[src/rtl/rv_ctrl_pkg.sv]
// rv_ctrl_pkg: state, opcode and datapath-select encodings shared by the control FSM, ALU decoder and datapath
package rv_ctrl_pkg;
  localparam logic [3:0] S_FETCH = 4'd0, S_DECODE = 4'd1, S_MEM_ADR = 4'd2, S_MEM_READ = 4'd3,
                         S_MEM_WB = 4'd4, S_MEM_WRITE = 4'd5, S_EXEC_R = 4'd6, S_EXEC_I = 4'd7,
                         S_ALU_WB = 4'd8, S_BRANCH = 4'd9, S_JAL = 4'd10, S_FAULT = 4'd11;
  localparam logic [6:0] OP_LOAD = 7'b0000011, OP_STORE = 7'b0100011, OP_R = 7'b0110011,
                         OP_I = 7'b0010011, OP_BRANCH = 7'b1100011, OP_JAL = 7'b1101111;
  localparam logic [1:0] ALU_ADD = 2'b00, ALU_BR = 2'b01, ALU_FUNCT = 2'b10;
  localparam logic [1:0] SRCA_PC = 2'b00, SRCA_OLDPC = 2'b01, SRCA_RS1 = 2'b10;
  localparam logic [1:0] SRCB_RS2 = 2'b00, SRCB_IMM = 2'b01, SRCB_FOUR = 2'b10;
  localparam logic [1:0] RES_ALUOUT = 2'b00, RES_DATA = 2'b01, RES_ALU = 2'b10;
  localparam logic [1:0] CAUSE_NONE = 2'b00, CAUSE_ILLEGAL = 2'b01, CAUSE_TIMEOUT = 2'b10;
  function automatic logic is_wait(input logic [3:0] s);
    return s == S_FETCH || s == S_MEM_READ || s == S_MEM_WRITE;
  endfunction
endpackage

[src/rtl/mc_control_fsm_if.sv]
// mc_control_fsm_if: control bundle between the sequencer (master) and the datapath (slave)
interface mc_control_fsm_if;
  logic [6:0] opcode;
  logic cond_true, mem_ready;
  logic mem_read, mem_write, adr_src, ir_write, pc_update, branch, reg_write, instr_done, fault;
  logic [1:0] alu_src_a, alu_src_b, alu_sel, result_src, fault_cause;
  logic [3:0] state_o;
  modport master (input opcode, cond_true, mem_ready,
                  output mem_read, mem_write, adr_src, ir_write, pc_update, branch, reg_write,
                         instr_done, fault, alu_src_a, alu_src_b, alu_sel, result_src, fault_cause, state_o);
  modport slave (output opcode, cond_true, mem_ready,
                 input mem_read, mem_write, adr_src, ir_write, pc_update, branch, reg_write,
                       instr_done, fault, alu_src_a, alu_src_b, alu_sel, result_src, fault_cause, state_o);
endinterface

[src/rtl/mc_control_fsm_wd.sv]
// mem_wait_watchdog: counts consecutive stalled memory cycles and flags the one that would hit the limit
module mem_wait_watchdog #(
  parameter int WAIT_LIMIT = 255
) (
  input  logic clk,
  input  logic rst_n,
  input  logic waiting,
  output logic timeout
);
  localparam int W = WAIT_LIMIT > 0 ? $clog2(WAIT_LIMIT + 1) : 1;
  localparam logic [W-1:0] LIM = W'(WAIT_LIMIT);
  logic [W-1:0] cnt;
  always_ff @(posedge clk or negedge rst_n)
    if (!rst_n) cnt <= '0;
    else cnt <= !waiting ? '0 : (cnt == LIM ? cnt : cnt + 1'b1);
  // fires on the stalled cycle that completes the limit, so a ready in that cycle still wins
  assign timeout = WAIT_LIMIT != 0 && waiting && cnt >= LIM - 1'b1;
endmodule

[src/rtl/mc_control_fsm.sv]
// mc_control_fsm: multi-cycle RV32I main control sequencer with memory watchdog and sticky fault
module mc_control_fsm
  import rv_ctrl_pkg::*;
#(
  parameter int WAIT_LIMIT = 255
) (
  input logic clk,
  input logic rst_n,
  mc_control_fsm_if.master bus
);
  logic [3:0] state, next;
  logic [1:0] cause, next_cause;
  logic rdy, timeout;
  // ready is masked in reset so the FETCH decode cannot raise write enables
  assign rdy = bus.mem_ready & rst_n;
  mem_wait_watchdog #(.WAIT_LIMIT(WAIT_LIMIT)) u_wd (
    .clk(clk), .rst_n(rst_n), .waiting(is_wait(state) && !rdy), .timeout(timeout)
  );
  always_ff @(posedge clk or negedge rst_n)
    if (!rst_n) begin
      state <= S_FETCH;
      cause <= CAUSE_NONE;
    end else begin
      state <= next;
      cause <= next_cause;
    end
  always_comb begin
    next = S_FAULT;
    next_cause = cause;
    case (state)
      S_FETCH:     next = rdy ? S_DECODE : S_FETCH;
      S_DECODE:
        case (bus.opcode)
          OP_LOAD, OP_STORE: next = S_MEM_ADR;
          OP_R:              next = S_EXEC_R;
          OP_I:              next = S_EXEC_I;
          OP_BRANCH:         next = S_BRANCH;
          OP_JAL:            next = S_JAL;
          default:           next_cause = CAUSE_ILLEGAL;
        endcase
      S_MEM_ADR:   next = bus.opcode == OP_LOAD ? S_MEM_READ : S_MEM_WRITE;
      S_MEM_READ:  next = rdy ? S_MEM_WB : S_MEM_READ;
      S_MEM_WRITE: next = rdy ? S_FETCH : S_MEM_WRITE;
      S_EXEC_R, S_EXEC_I, S_JAL: next = S_ALU_WB;
      S_MEM_WB, S_ALU_WB, S_BRANCH: next = S_FETCH;
      default:     next = S_FAULT;
    endcase
    if (timeout) begin
      next = S_FAULT;
      next_cause = CAUSE_TIMEOUT;
    end
  end
  always_comb begin
    bus.mem_read    = state == S_FETCH || state == S_MEM_READ;
    bus.mem_write   = state == S_MEM_WRITE;
    bus.adr_src     = state == S_MEM_READ || state == S_MEM_WRITE;
    bus.ir_write    = state == S_FETCH && rdy;
    bus.pc_update   = (state == S_FETCH && rdy) || state == S_JAL || (state == S_BRANCH && bus.cond_true);
    bus.branch      = state == S_BRANCH;
    bus.alu_src_a   = state inside {S_DECODE, S_JAL} ? SRCA_OLDPC :
                      state inside {S_MEM_ADR, S_EXEC_R, S_EXEC_I, S_BRANCH} ? SRCA_RS1 : SRCA_PC;
    bus.alu_src_b   = state inside {S_FETCH, S_JAL} ? SRCB_FOUR :
                      state inside {S_DECODE, S_MEM_ADR, S_EXEC_I} ? SRCB_IMM : SRCB_RS2;
    bus.alu_sel     = state inside {S_EXEC_R, S_EXEC_I} ? ALU_FUNCT : state == S_BRANCH ? ALU_BR : ALU_ADD;
    bus.result_src  = state == S_FETCH ? RES_ALU : state == S_MEM_WB ? RES_DATA : RES_ALUOUT;
    bus.reg_write   = state inside {S_MEM_WB, S_ALU_WB};
    bus.instr_done  = state inside {S_MEM_WB, S_ALU_WB, S_BRANCH} || (state == S_MEM_WRITE && rdy);
    bus.fault       = state == S_FAULT;
    bus.fault_cause = cause;
    bus.state_o     = state;
  end
endmodule

[src/flat_wrapper.sv]
// flat-port wrapper written by rule: the top's interface ports become plain ports
module mc_control_fsm_flat import rv_ctrl_pkg::*;
#(
  parameter int WAIT_LIMIT = 255
)
  (clk, rst_n, bus_opcode, bus_cond_true, bus_mem_ready, bus_mem_read, bus_mem_write, bus_adr_src, bus_ir_write, bus_pc_update, bus_branch, bus_reg_write, bus_instr_done, bus_fault, bus_alu_src_a, bus_alu_src_b, bus_alu_sel, bus_result_src, bus_fault_cause, bus_state_o);
  mc_control_fsm_if bus_i ();
  input logic clk;
  input logic rst_n;
  input wire logic [$bits(bus_i.opcode)-1:0] bus_opcode;
  input wire logic [$bits(bus_i.cond_true)-1:0] bus_cond_true;
  input wire logic [$bits(bus_i.mem_ready)-1:0] bus_mem_ready;
  output wire logic [$bits(bus_i.mem_read)-1:0] bus_mem_read;
  output wire logic [$bits(bus_i.mem_write)-1:0] bus_mem_write;
  output wire logic [$bits(bus_i.adr_src)-1:0] bus_adr_src;
  output wire logic [$bits(bus_i.ir_write)-1:0] bus_ir_write;
  output wire logic [$bits(bus_i.pc_update)-1:0] bus_pc_update;
  output wire logic [$bits(bus_i.branch)-1:0] bus_branch;
  output wire logic [$bits(bus_i.reg_write)-1:0] bus_reg_write;
  output wire logic [$bits(bus_i.instr_done)-1:0] bus_instr_done;
  output wire logic [$bits(bus_i.fault)-1:0] bus_fault;
  output wire logic [$bits(bus_i.alu_src_a)-1:0] bus_alu_src_a;
  output wire logic [$bits(bus_i.alu_src_b)-1:0] bus_alu_src_b;
  output wire logic [$bits(bus_i.alu_sel)-1:0] bus_alu_sel;
  output wire logic [$bits(bus_i.result_src)-1:0] bus_result_src;
  output wire logic [$bits(bus_i.fault_cause)-1:0] bus_fault_cause;
  output wire logic [$bits(bus_i.state_o)-1:0] bus_state_o;
  assign bus_i.opcode = bus_opcode;
  assign bus_i.cond_true = bus_cond_true;
  assign bus_i.mem_ready = bus_mem_ready;
  assign bus_mem_read = bus_i.mem_read;
  assign bus_mem_write = bus_i.mem_write;
  assign bus_adr_src = bus_i.adr_src;
  assign bus_ir_write = bus_i.ir_write;
  assign bus_pc_update = bus_i.pc_update;
  assign bus_branch = bus_i.branch;
  assign bus_reg_write = bus_i.reg_write;
  assign bus_instr_done = bus_i.instr_done;
  assign bus_fault = bus_i.fault;
  assign bus_alu_src_a = bus_i.alu_src_a;
  assign bus_alu_src_b = bus_i.alu_src_b;
  assign bus_alu_sel = bus_i.alu_sel;
  assign bus_result_src = bus_i.result_src;
  assign bus_fault_cause = bus_i.fault_cause;
  assign bus_state_o = bus_i.state_o;
  mc_control_fsm #(.WAIT_LIMIT(WAIT_LIMIT)) u_core (.clk(clk), .rst_n(rst_n), .bus(bus_i));
endmodule
[config.mk]
export PLATFORM = sky130hd
export DESIGN_NAME = mc_control_fsm_flat
export DESIGN_NICKNAME = d
export VERILOG_FILES = /design/src/rtl/rv_ctrl_pkg.sv /design/src/rtl/mc_control_fsm_if.sv /design/src/rtl/mc_control_fsm_wd.sv /design/src/rtl/mc_control_fsm.sv /design/src/flat_wrapper.sv
export SDC_FILE = /design/constraint.sdc
export NUM_CORES = 1
export LEC_CHECK = 0
export BUFFER_PORTS_ARGS = -buffer_cell sky130_fd_sc_hd__buf_2
export CORE_MARGIN = 5
export CORE_UTILIZATION = 53
export CTS_BUF_LIST = sky130_fd_sc_hd__clkbuf_2 sky130_fd_sc_hd__clkbuf_4 sky130_fd_sc_hd__clkbuf_8
export CTS_CLUSTER_SIZE = 25
export DETAILED_ROUTE_END_ITERATION = 8
export GPL_ROUTABILITY_DRIVEN = 0
export HOLD_SLACK_MARGIN = 0.15
export PLACE_DENSITY = 0.86
export SLEW_MARGIN = 5
export SYNTH_ARGS = -nofsm -noshare
export SYNTH_HDL_FRONTEND = slang
export SYNTH_HIERARCHICAL = 1
export SYNTH_SLANG_ARGS = --single-unit
[constraint.sdc]
create_clock -name clk -period 2.3 [get_ports clk]
set_input_delay 0.23 -clock clk [delete_from_list [all_inputs] [get_ports clk]]
set_output_delay 0.23 -clock clk [all_outputs]
set_load 0.01 [all_outputs]
==> Word level (Yosys, flattened, before mapping) <==
Index checks and enable logic that the tools add are counted.
{ "totals": {"ff_bits": 14, "in_bits": 11, "output_inout_bits": 23} }
{ "op_classes": {"n_addsub": 1, "order_cmp": 1, "eq_ne": 20, "n_mux": 20, "n_bitwise": 1, "reduce_logical": 26} }
{ "ops": {"columns": ["cell", "n"], "rows": [
  ["$pmux W4 S7", 1],
  ["$pmux W4 S5", 1],
  ["$eq A4 B3 Y1 const B", 4],
  ["$eq A4 B4 Y1 const B", 4],
  ["$mux W2", 8],
  ["$mux W8", 2],
  ["$eq A7 B6 Y1 const B", 2],
  ["$eq A7 B7 Y1 const B", 2],
  ["$reduce_bool A2 Y1", 5],
  ["$mux W3", 3],
  ["$add A8 B1 Y8 const B", 1],
  ["$eq A4 B2 Y1 const B", 2],
  ["$eq A8 B8 Y1 const B", 1],
  ["$ge A8 B8 Y1 const B", 1],
  ["$eq A7 B2 Y1 const B", 1],
  ["$eq A7 B5 Y1 const B", 1],
  ["$logic_or A1 B1 Y1", 6],
  ["$reduce_bool A3 Y1", 2],
  ["$reduce_or A3 Y1", 2],
  ["$reduce_or A6 Y1", 1],
  ["$logic_and A1 B1 Y1", 5],
  ["$eq A4 B1 Y1 const B", 1],
  ["$logic_not A4 Y1", 1],
  ["$mux W1", 4],
  ["8 further kinds", 8]
]} }

==> Logic depth before layout (Yosys ltp) <==
{ "logic_depth": {"ltp_word": 7, "mapped_depth": 9, "depth_no_buf": 8} }

==> Cells and area by module <==
Netlist, hierarchy kept.
{ "modules_own_cells": {"columns": ["mod", "n_inst", "cells_per_inst", "area_each_um2", "seq_area_each_um2"], "rows": [
  ["mc_control_fsm", 1, 98, 718.2, 150.1],
  ["mem_wait_watchdog", 1, 46, 447.9, 200.2]
]} }

==> Worst setup path after synthesis <==
No wires, ideal clock.
{ "synth_path": {"path_kind": "flip-flop to flip-flop", "from": "reg u_core.state[2] (netlist: u_core/bus.state_o[2])", "to": "reg u_core.cause[0] (netlist: u_core/bus.fault_cause[0])", "setup_ns": 0.121, "arrival_ns": 2.057, "t_required_ns": 2.179, "slack_ns": 0.122, "path_stages_with_launch": 9, "period_less_slack_ns": 2.178, "cell_sequence": "dfrtp_1 clkbuf_1 xnor2_1 mux2i_1 nor3_1 o2111ai_1 nor2_1 inv_1 a22o_1"} }
{ "synth_between": {"elab_chain_cells": 7, "elab_cells_between_ends": 12} }
{ "synth_rtl": {"columns": ["element", "line", "rtl"], "rows": [
  ["start, declared", "mc_control_fsm.sv:11", "logic [3:0] state, next;"],
  ["start signal, assigned", "mc_control_fsm.sv:24", "state <= next;"],
  ["$eq A4 B2 Y1 / $logic_not A4 Y1 (equally long branches)", "rv_ctrl_pkg.sv:14", "return s == S_FETCH || s == S_MEM_READ || s == S_MEM_WRITE;"],
  ["$logic_or A1 B1 Y1 (2 in a row)", "rv_ctrl_pkg.sv:14", null],
  ["$logic_and A1 B1 Y1", "mc_control_fsm.sv:17", ".clk(clk), .rst_n(rst_n), .waiting(is_wait(state) && !rdy), .timeout(timeout)"],
  ["$logic_and A1 B1 Y1", "mc_control_fsm_wd.sv:17", "assign timeout = WAIT_LIMIT != 0 && waiting && cnt >= LIM - 1'b1;"],
  ["$ne A2 B1 Y1 (no line) / $reduce_bool A2 Y1 (equally long branches)", null, null],
  ["$reduce_and A2 Y1 (no line)", null, null],
  ["end signal, assigned", "mc_control_fsm.sv:25", "cause <= next_cause;"],
  ["end, declared", "mc_control_fsm.sv:12", "logic [1:0] cause, next_cause;"]
]} }
Several ways; a longest one is shown, not always the timed one.
A chain may end at the register's enable or synchronous reset.

==> Worst setup path after layout <==
{ "layout_path": {"from": "in rst_n", "to": "out bus_pc_update"} }
{ "layout_between": {"elab_chain_cells": 4} }
{ "layout_rtl": {"columns": ["element", "line", "rtl"], "rows": [
  ["start, declared", "flat_wrapper.sv:9", "input logic rst_n;"],
  ["$and A1 B1 Y1", "mc_control_fsm.sv:15", "assign rdy = bus.mem_ready & rst_n;"],
  ["$logic_and A1 B1 Y1", "mc_control_fsm.sv:58", "bus.pc_update = (state == S_FETCH && rdy) || state == S_JAL || (state == S_BRANCH && bus.cond_true);"],
  ["$logic_or A1 B1 Y1 (2 in a row)", "mc_control_fsm.sv:58", null],
  ["end, declared", "flat_wrapper.sv:17", "output wire logic [$bits(bus_i.pc_update)-1:0] bus_pc_update;"]
]} }
No other way between the ends.

==> reports/results.ini <==
[power_and_ir_drop]
vdd_drop_max_mv=0.571
power_w=0.00166
p_per_area_nw_per_um2=1170
p_leak_nw=0.669

[critical_path]
cp_cell_sequence=dlygate4sd3_1 -> buf_2 -> buf_4 -> nand2_1 -> o31ai_1 -> a22oi_1 -> nor2_1 -> buf_2
cp_data_arrival_time_ps=1830
cpPeakStageDelay_ps=520
worstSetupEndpointType=primary output
crit_path_start_kind=input port
cp_data_required_time_ps=2070
worst-path-max-fanout=16
critical_path_class=in2out
slowest_stage=dlygate4sd3_1
cpMostUsedCell=buf_2

[yosys]
ys.flop_type=dfrtp_1
synth_area_leaders=dfrtp_1 (30%), nor2_1 (5.5%), a21oi_1 (4.7%), nor3_1 (4.7%), nand2b_1 (3.8%)
syn_area_um2=1170
synth_top_area_share_pct=30.0
ys_types=46
synth_nets=157
ys_async_sr_fraction_pct=100
synth_top_cell_by_area=dfrtp_1
synth_commonest_cells=nor2_1 (17), dfrtp_1 (14), a21oi_1 (11), nor3_1 (11), nand2_1 (8)
ys_ff_latch=14
yosysWarnings=6
yosysMostFrequentCell=nor2_1
syn_area_per_cell_um2=8.10
synth_cells=144
synth-edff-count=0
seq_area_frac_synth_pct=30.0

[global_routing]
antenna_found_initial=0
grt.overflow.total=0
grt_use_total_pct=18.2
grt_pass1_wl_um=4910
grt_start_max_net_pins=21
grt_pass1_vias=1123

[final_layout]
stdcell_area_um2=1420
fin_nets=196
antenna_cells=0
drive_above_1_share_pct=28.6
fin_util_pct=66.3
area_growth_pct=22.1

[timing]
grt_setup_unrepaired=false
fin_crit_ps=2060
timing.final.crit_share_pct=89.5
hold_viol=0
slew_headroom_pct=73.0
max_freq_ghz=0.486
setup_ws_ps=241
finalSetupTns_ps=0
finalClockSkew_ps=0.759
slew_violations=0
finalSetupViolCount=0
worstMarginPinSlew_ps=404

[drt]
vias=1251
vias_per_cell=5.96
antenna_left=0
first_pass_iters=4
wl_um=2940
drtIter0Drc=89
wl_per_cell_um=14.0
drc=0

[clock_network]
cts_setup_buffers=0
numCtsBuffers=3
clk_transition_reported_paths_ps=80
htreeDepth=1
cts-root-buf=clkbuf_4
cts_tree=done
insertion_delay_ps=280
cts.sinks=14
clockBufferDepth=2

[place]
dp_slack_ps=398
dp_hpwl_um=2190
io_buffers=33
dpl_cell_area_um2=1380

[floorplanning]
ios=34
dieArea_um2=3240
rows=17
start_util_pct=54.3
die_w_um=56.9
die_y_um=56.9
fp.coreArea_um2=2150

[min_path]
hold_class=in2reg

[status]
status=finished clean

[flow_run]
max-cap-violations=0

## per-layer routing
metal / wire (um) / share of wire, % / global-route usage, %
met1: 1280 / 44 / 23.1
met2: 1360 / 46 / 31.2
met3: 255 / 8.7 / 3.91
met4: 37 / 1.3 / 4.97
met5: 0 / 0 / 0
## what timing repair did
| item | in CTS | in global routing |
|---|---|---|
| endpoints found under the hold margin | 14 | 0 |
| hold buffers | 1 | 0 |
| resized for setup | 0 | 0 |
## logic make-up after synthesis
logic type,count (synthesis),share of synthesized area [%]
AND/OR/NAND/NOR,68,32.2
AO/OA/AOI/OAI,43,26.9
flip-flops,14,30.0
buffers and inverters,13,5.47
adder cells (fa/ha/maj),3,3.00
XOR/XNOR,2,1.50
multiplexers,1,0.858
## critical path, delay by kind of cell
kind            cells  cell delay (ps)
compound gates      2              320
buf+inv             4              990
simple gates        2              280
## cells in the final DEF (no fill, tap or decap), types with 2 or more instances in the layout
| cell | Yosys | routed |
|---|---|---|
| buf_2 | 0 | 33 |
| nor2_1 | 17 | 17 |
| dfrtp_1 | 14 | 14 |
| nor3_1 | 11 | 11 |
| a21oi_1 | 11 | 11 |
| nand2_1 | 8 | 8 |
| buf_4 | 0 | 7 |
| nand2b_1 | 7 | 7 |
| inv_1 | 6 | 6 |
| a31oi_1 | 5 | 5 |
| a21o_1 | 4 | 4 |
| nand3_1 | 4 | 4 |
| clkbuf_4 | 0 | 3 |
| or3_1 | 3 | 3 |
| o21ai_0 | 3 | 3 |
| nor4_1 | 2 | 2 |
| nor2b_1 | 2 | 2 |
| o21ai_1 | 2 | 2 |
| and3b_1 | 2 | 2 |
| or4b_4 | 2 | 2 |
| nor4b_1 | 2 | 2 |
| o31ai_1 | 2 | 2 |
| a211oi_1 | 2 | 2 |
| a22oi_1 | 2 | 2 |
| nand4_1 | 2 | 2 |
| o21bai_1 | 2 | 2 |
| ha_1 | 2 | 2 |
## final cells by class
| type | count | area (um^2) |
|---|---|---|
| Tap cell | 28 | 35.0 |
| Timing Repair Buffer | 41 | 228 |
| Inverter | 6 | 22.5 |
| Clock buffer | 4 | 36.3 |
| Multi-Input combinational cell | 117 | 752 |
| Sequential cell | 14 | 350 |
| Fill cell | 174 | 724 |
## metrics by stage
step | cells | hold slack (ps)
floorplan | 144 | -65.6
global placement | 205 | 187
detailed placement | 205 | 196
CTS | 210 | 318
global route | 210 | 326
finish | 210 | 319
## where the power goes
| group | total (W) | switching [W] | internal (W) |
|---|---|---|---|
| Sequential | 0.000370 | 0.0000752 | 0.000295 |
| Clock | 0.000178 | 0.0000815 | 0.0000964 |
| Combinational | 0.00112 | 0.000634 | 0.000481 |
## path summary, 6_finish.rpt
check,to,slack (ps),depth (start not counted),from
worst min register to register,u_core/bus.fault_cause[0]$_DFFE_PN0P_,530,1,u_core/bus.fault_cause[0]$_DFFE_PN0P_
worst max register to register,u_core/bus.fault_cause[0]$_DFFE_PN0P_,350,7,u_core/bus.state_o[2]$_DFF_PN0_
worst max-delay path,bus_pc_update,240,8,rst_n
min in group asynchronous,u_core/u_wd/cnt[4]$_DFFE_PN0P_,420,3,rst_n
worst min-delay path,u_core/bus.state_o[3]$_DFF_PN0_,320,3,bus_opcode[0]
max in group asynchronous,u_core/u_wd/cnt[7]$_DFFE_PN0P_,1710,3,rst_n
## sequential cells by signal, indices dropped and copies added, names as in the netlist
register	flops
u_core/u_wd/cnt	8
u_core/bus.fault_cause	2
u_core/bus.state_o	4
No activity file was read; power rests on OpenSTA's default activity.
